File: src/rtl/ps2_pkg.sv
// Shared PS/2 Set-2 scan-code constants, event layout and decoder state type.
package ps2_pkg;

  localparam logic [7:0] SC_EXT      = 8'hE0;
  localparam logic [7:0] SC_BRK      = 8'hF0;
  localparam logic [7:0] SC_PAUSE    = 8'hE1;
  localparam logic [7:0] SC_BAT      = 8'hAA;
  localparam logic [7:0] SC_ACK      = 8'hFA;
  localparam logic [7:0] SC_ECHO     = 8'hEE;
  localparam logic [7:0] SC_RESEND   = 8'hFE;
  localparam logic [7:0] FAKE_LSHIFT = 8'h12;
  localparam logic [7:0] FAKE_RSHIFT = 8'h59;
  localparam logic [7:0] PAUSE_CODE  = 8'h77;

  localparam int unsigned EVT_BRK = 9;
  localparam int unsigned EVT_EXT = 8;

  typedef enum logic [2:0] {
    ST_IDLE,
    ST_EXT,
    ST_BRK,
    ST_EXT_BRK,
    ST_SKIP
  } ps2_state_e;

  // Keyboard status/protocol bytes that never represent a key.
  function automatic logic is_status_byte(input logic [7:0] b);
    return (b == 8'h00) || (b == 8'hFF) || (b == SC_BAT) || (b == SC_ACK) ||
           (b == SC_ECHO) || (b == SC_RESEND);
  endfunction

  function automatic logic is_fake_shift(input logic [7:0] b);
    return (b == FAKE_LSHIFT) || (b == FAKE_RSHIFT);
  endfunction

endpackage

File: src/rtl/ps2_event_fifo.sv
// Synchronous show-ahead FIFO with explicit occupancy register.
module ps2_event_fifo #(
  parameter int unsigned WIDTH = 10,
  parameter int unsigned DEPTH = 8
) (
  input  logic                     clk_i,
  input  logic                     rst_i,
  input  logic                     wr_en_i,
  input  logic [WIDTH-1:0]         wr_data_i,
  output logic                     wr_ok_o,
  input  logic                     rd_en_i,
  output logic [WIDTH-1:0]         rd_data_o,
  output logic                     full_o,
  output logic                     empty_o,
  output logic [$clog2(DEPTH):0]   count_o
);

  localparam int unsigned AW = $clog2(DEPTH);

  logic [WIDTH-1:0] mem_q [DEPTH];
  logic [AW-1:0]    wr_ptr_q, rd_ptr_q;
  logic [AW:0]      count_q, count_d;
  logic             do_push, do_pop;

  assign empty_o = (count_q == '0);
  assign full_o  = (count_q == (AW+1)'(DEPTH));
  assign do_pop  = rd_en_i && !empty_o;
  // A pop frees the slot the same cycle, so a full FIFO still accepts.
  assign do_push = wr_en_i && (!full_o || do_pop);
  assign wr_ok_o = do_push;

  assign rd_data_o = empty_o ? '0 : mem_q[rd_ptr_q];
  assign count_o   = count_q;

  always_comb begin
    count_d = count_q;
    case ({do_push, do_pop})
      2'b10:   count_d = count_q + 1'b1;
      2'b01:   count_d = count_q - 1'b1;
      default: count_d = count_q;
    endcase
  end

  always_ff @(posedge clk_i or posedge rst_i) begin
    if (rst_i) begin
      wr_ptr_q <= '0;
      rd_ptr_q <= '0;
      count_q  <= '0;
    end else begin
      if (do_push) wr_ptr_q <= wr_ptr_q + 1'b1;
      if (do_pop)  rd_ptr_q <= rd_ptr_q + 1'b1;
      count_q <= count_d;
    end
  end

  always_ff @(posedge clk_i) begin
    if (do_push) mem_q[wr_ptr_q] <= wr_data_i;
  end

endmodule

File: src/rtl/ps2_scancode_decoder.sv
// Folds PS/2 Set-2 prefix sequences into 10-bit key events and queues them.
module ps2_scancode_decoder
  import ps2_pkg::*;
#(
  parameter int unsigned DEPTH       = 8,
  parameter int unsigned TIMEOUT_CYC = 2500000
) (
  input  logic                   clk,
  input  logic                   reset,
  input  logic                   byte_valid,
  input  logic [7:0]             byte_data,
  input  logic                   frame_err,
  output logic                   evt_valid,
  output logic [9:0]             evt_data,
  input  logic                   evt_ready,
  output logic [$clog2(DEPTH):0] evt_count,
  output logic                   overflow,
  input  logic                   ovf_clear,
  output logic [7:0]             last_code
);

  localparam int unsigned TW = $clog2(TIMEOUT_CYC + 1);

  ps2_state_e    state_q, state_d;
  logic [2:0]    skip_q, skip_d;
  logic [TW-1:0] tmo_q, tmo_d;
  logic          overflow_q, overflow_d;
  logic [7:0]    last_code_q, last_code_d;

  logic          push;
  logic [9:0]    evt_d;
  logic          wr_ok;
  logic          fifo_full, fifo_empty;

  always_comb begin
    state_d = state_q;
    skip_d  = skip_q;
    tmo_d   = tmo_q;
    push    = 1'b0;
    evt_d   = '0;
    if (frame_err) begin
      state_d = ST_IDLE;
      tmo_d   = '0;
    end else if (byte_valid) begin
      tmo_d = '0;
      case (state_q)
        ST_IDLE: begin
          if (byte_data == SC_EXT) begin
            state_d = ST_EXT;
          end else if (byte_data == SC_BRK) begin
            state_d = ST_BRK;
          end else if (byte_data == SC_PAUSE) begin
            state_d = ST_SKIP;
            skip_d  = 3'd7;
          end else if (!is_status_byte(byte_data)) begin
            push  = 1'b1;
            evt_d = {1'b0, 1'b0, byte_data};
          end
        end
        ST_EXT: begin
          if (byte_data == SC_BRK) begin
            state_d = ST_EXT_BRK;
          end else begin
            state_d = ST_IDLE;
            push    = !is_fake_shift(byte_data);
            evt_d   = {1'b0, 1'b1, byte_data};
          end
        end
        ST_BRK: begin
          state_d = ST_IDLE;
          push    = 1'b1;
          evt_d   = {1'b1, 1'b0, byte_data};
        end
        ST_EXT_BRK: begin
          state_d = ST_IDLE;
          push    = !is_fake_shift(byte_data);
          evt_d   = {1'b1, 1'b1, byte_data};
        end
        ST_SKIP: begin
          // Pause is E1 plus seven fixed bytes; the content is not checked.
          if (skip_q == 3'd1) begin
            state_d = ST_IDLE;
            skip_d  = '0;
            push    = 1'b1;
            evt_d   = {1'b0, 1'b1, PAUSE_CODE};
          end else begin
            skip_d = skip_q - 1'b1;
          end
        end
        default: state_d = ST_IDLE;
      endcase
    end else if (state_q != ST_IDLE) begin
      if (tmo_q == TW'(TIMEOUT_CYC - 1)) begin
        state_d = ST_IDLE;
        tmo_d   = '0;
      end else begin
        tmo_d = tmo_q + 1'b1;
      end
    end
  end

  always_comb begin
    overflow_d = overflow_q;
    if (push && !wr_ok) overflow_d = 1'b1;
    else if (ovf_clear) overflow_d = 1'b0;
    last_code_d = last_code_q;
    if (wr_ok && !evt_d[EVT_BRK]) last_code_d = evt_d[7:0];
  end

  always_ff @(posedge clk or posedge reset) begin
    if (reset) begin
      state_q     <= ST_IDLE;
      skip_q      <= '0;
      tmo_q       <= '0;
      overflow_q  <= 1'b0;
      last_code_q <= '0;
    end else begin
      state_q     <= state_d;
      skip_q      <= skip_d;
      tmo_q       <= tmo_d;
      overflow_q  <= overflow_d;
      last_code_q <= last_code_d;
    end
  end

  ps2_event_fifo #(
    .WIDTH (10),
    .DEPTH (DEPTH)
  ) u_fifo (
    .clk_i     (clk),
    .rst_i     (reset),
    .wr_en_i   (push),
    .wr_data_i (evt_d),
    .wr_ok_o   (wr_ok),
    .rd_en_i   (evt_ready),
    .rd_data_o (evt_data),
    .full_o    (fifo_full),
    .empty_o   (fifo_empty),
    .count_o   (evt_count)
  );

  assign evt_valid = !fifo_empty;
  assign overflow  = overflow_q;
  assign last_code = last_code_q;

  logic unused_full;
  assign unused_full = fifo_full;

endmodule
File: config.mk
export PLATFORM = sky130hd
export DESIGN_NAME = ps2_scancode_decoder
export DESIGN_NICKNAME = d
export VERILOG_FILES = /design/src/rtl/ps2_pkg.sv /design/src/rtl/ps2_event_fifo.sv /design/src/rtl/ps2_scancode_decoder.sv
export SDC_FILE = /design/constraint.sdc
export NUM_CORES = 1
export LEC_CHECK = 0
export BUFFER_PORTS_ARGS = -buffer_cell sky130_fd_sc_hd__buf_2
export CORE_ASPECT_RATIO = 1.4
export CORE_MARGIN = 8
export CORE_UTILIZATION = 46
export DETAILED_ROUTE_END_ITERATION = 10
export GPL_TIMING_DRIVEN = 0
export SYNTH_ARGS = -nofsm -noshare
export SYNTH_HDL_FRONTEND = slang
export SYNTH_SLANG_ARGS = --single-unit
File: constraint.sdc
create_clock -name clk -period 6.79 [get_ports clk]
set_input_delay 0.3395 -clock clk [delete_from_list [all_inputs] [get_ports clk]]
set_output_delay 0.3395 -clock clk [all_outputs]
set_load 0.03 [all_outputs]
==> metrics.yaml <==
power:
  peakVddDrop_uv: 212.3
  p_total_w: 0.002659
  p_leak_nw: 2.662
  power_density_nw_per_um2: 381.2
routing:
  routed_wl_um: 12660
  drc: 0
  vias: 3843
  viasPerCell: 5.753
  dr.pass1.iters: 5
  wire_per_inst_um: 18.95
  antenna_left: 0
  drt_iter0_drc: 211
synth:
  avgSynthCellArea_um2: 13.31
  synth_nets: 463
  yosysWarnings: 0
  synthTopCellsByArea: "edfxtp_1 (41%), dfrtp_1 (20%), mux4_2 (7.7%)"
  synth_seq_area_share_pct: 60.95
  synth_area_um2: 5871
  synthArstFlopShare_pct: 37.01
  ys.flop_type: "edfxtp_1"
  synth_cell_types: 54
  syn_inst: 441
  synth-seq-cells: 127
  synth_top_area_share_pct: 40.92
  synth.largest_area_cell: "edfxtp_1"
  synth_edf_count: 80
job:
  drv_cap: 0
clock_tree:
  clkTransAtPathRegs_ns: 0.06
  clkLatencyLatePin_ns: 0.42
  cts-htree-levels: 4
  cts_tree: "yes"
  clockBufferDepth: 2
  root_buffer: "clkbuf_16"
  cts_sinks: 127
  numCtsBuffers: 17
place:
  port_buffers: 34
  dp_hpwl_um: 8958
  place_congestion: 0.8582
worst_setup_path:
  end_kind: "flop"
  r2r_end: "u_fifo.mem_q[4][0]$_DFFE_PP_"
  reg2reg_depth: 8
  cpMaxStageDelayCell: "nor4_2"
  worstPathMaxFanout: 9
  rrSetupSlack_ns: 3.45
  crit_type: "flop to flop"
  worst_path_largest_cell_delay_ns: 0.70
  cp-endpoint: "u_fifo.mem_q[4][0]$_DFFE_PP_"
  critPathRequiredTime_ns: 6.92
  worstPathCellList: "clkbuf_1, or3_1, a21oi_1, o21ai_0, o21ai_2, nand2_1, nor4_2, buf_4"
  r2r-start: "state_q[2]$_DFFE_PP0P_"
  crit_arrival_ns: 3.47
  crit_path_start: "state_q[2]$_DFFE_PP0P_"
  start_kind: "flop"
outcome:
  status: "finished, final reports clean"
cells_and_area:
  fill_cells: 1057
  final_nets: 524
  area_growth_pct: 18.82
  drive_above_1_share_pct: 23.88
  num_antenna_cells: 0
global_route:
  grt_max_degree: 26
  track_usage_pct: 15.93
  antenna_found_initial: 0
  globalRouteOverflowTotal: 0
  grt_pass1_wl_um: 20680
  grt_pass1_vias: 4023
die:
  rows: 49
  coreArea_um2: 12630
  ios: 38
  start_util_pct: 46.48
  die_h_um: 149.7
  die-area_um2: 16680
  die_w_um: 111.5
timing:
  setup-tns-final_ns: 0
  fmax_mhz: 299.5
  hold_viol_final: 0
  clock_skew_ns: 0.01179
  setup_viol: 0
  tightest_slew_ns: 1.047
  min_period_ns: 3.339
  min_period_over_period_pct: 49.17
  slew_violations: 0
  slew-limit-headroom_pct: 29.45
  rsz0062_at_grt: "no"
min_path:
  min_path_type: "input port to flop"
==> cells in the final DEF, fill, tap and decap left out, drive strengths merged, types with 3 or more instances in the layout <==
cell type and instances:
o21ai 30, clkinvlp 3, and3 4, a21oi 11
bufinv 4, nor4b 6, or2 5, or3 3
nand4 7, mux2i 13, nor4 6, and4 4
nand3 13, clkinv 7, a31oi 3, ha 7
edfxtp 80, inv 14, nand2b 6, buf 46
nor2 38, nand2 32, xnor2 11, dfrtp 47
mux4 20, o31ai 6, nor3 10, mux2 12
xor2 6, clkbuf 29
==> logic make-up (layout without fill, tap and decap cells) <==
group	Yosys count	count (layout)	synth area share (%)
buffers and inverters	30	104	2.046
AND/OR/NAND/NOR	146	146	13.00
multiplexers	45	45	12.32
XOR/XNOR	17	17	2.536
flip-flops	127	127	60.95
adder cells (fa/ha/maj)	8	8	1.833
AO/OA/AOI/OAI	68	68	7.310
==> state kept, by name, summed over array words and instances, names as in the netlist <==
signal / flops
u_fifo.count_o: 4
tmo_q: 22
last_code: 8
skip_q: 3
state_q: 3
u_fifo.rd_ptr_q: 3
u_fifo.mem_q: 80
u_fifo.wr_ptr_q: 3
overflow: 1
==> worst min-delay path by stage <==
stage | startpoint | to | slack [ns] | cells after the start
floorplan | ovf_clear | overflow$_DFFE_PP0P_ | 0.45 | 1
finish | ovf_clear | overflow$_DFFE_PP0P_ | 0.13 | 2
global route | ovf_clear | overflow$_DFFE_PP0P_ | 0.14 | 2
CTS | ovf_clear | overflow$_DFFE_PP0P_ | 0.12 | 2
detailed placement | reset | tmo_q[17]$_DFFE_PP0N_ | 0.42 | 2
global placement | last_code[7]$_DFFE_PP0P_ | last_code[7]$_DFFE_PP0P_ | 0.49 | 1
==> per-stage QoR <==
step	std cells	worst slack, ns	cell area (um2)	util, %	hold WS (ns)
final	668	3.451	6975	55.23	0.1305
after global routing	668	3.221	6975	55.23	0.1384
after CTS	668	3.390	6975	55.23	0.1236
after detailed placement	635	3.405	6344	50.23	0.4153
after global placement	628	2.210	6232	49.35	0.4871
after floorplan	441	3.578	5871	-	0.4468
==> routing by layer <==
layer | GRT usage, % | share of wire [%] | up-vias
met5 | 0 | 0 | -
met4 | 6.689 | 1.8 | 0
met3 | 5.094 | 4.2 | 23
met2 | 27.87 | 53 | 96
met1 | 17.46 | 41 | 1932
li1 | - | - | 1792
==> repair_timing <==
item | CTS | global route
buffers inserted | 0 | 0
hold endpoints to repair | 22 | 0
gates resized for setup | 0 | 0
hold buffers | 1 | 0
endpoints found under the setup margin | 0 | 0
==> power by group <==
part           internal, W  switching, W
logic             0.000303      0.000449
registers         0.000899     0.0000591
clock network     0.000613      0.000335
total              0.00182      0.000843
==> cells in the mapped netlist (7+ instances only) <==
library cell and n:
edfxtp_1 80, dfrtp_1 47, nor2_1 38, nand2_1 32, o21ai_0 29, mux4_2 20
inv_1 14, mux2i_1 13, nand3_1 13, a21oi_1 11, clkbuf_1 11, xnor2_1 11
mux2_2 10, nor3_1 10, ha_1 7, nand4_1 7
==> layout make-up <==
| type | count | area [um2] | share of cell area, % |
|---|---|---|---|
| flip-flops and latches | 127 | 3578 | 51.30 |
| clock buffers | 18 | 429.2 | 6.152 |
| well taps | 153 | 191.4 | 2.744 |
| plain buffers | 16 | 67.56 | 0.9686 |
| multi-input cells | 284 | 2211 | 31.70 |
| inverters | 14 | 52.55 | 0.7534 |
| repair buffers | 42 | 252.7 | 3.623 |
| clock inverters | 14 | 192.7 | 2.762 |
==> worst max-delay path: cells and delay by family, from the launching register on <==
family,cells,cell delay (ns)
AO/OA/AOI/OAI,3,0.78
buffers and inverters,2,0.48
flip-flops,1,0.35
AND/OR/NAND/NOR,3,1.44
Power figures use the tool's default switching activity.
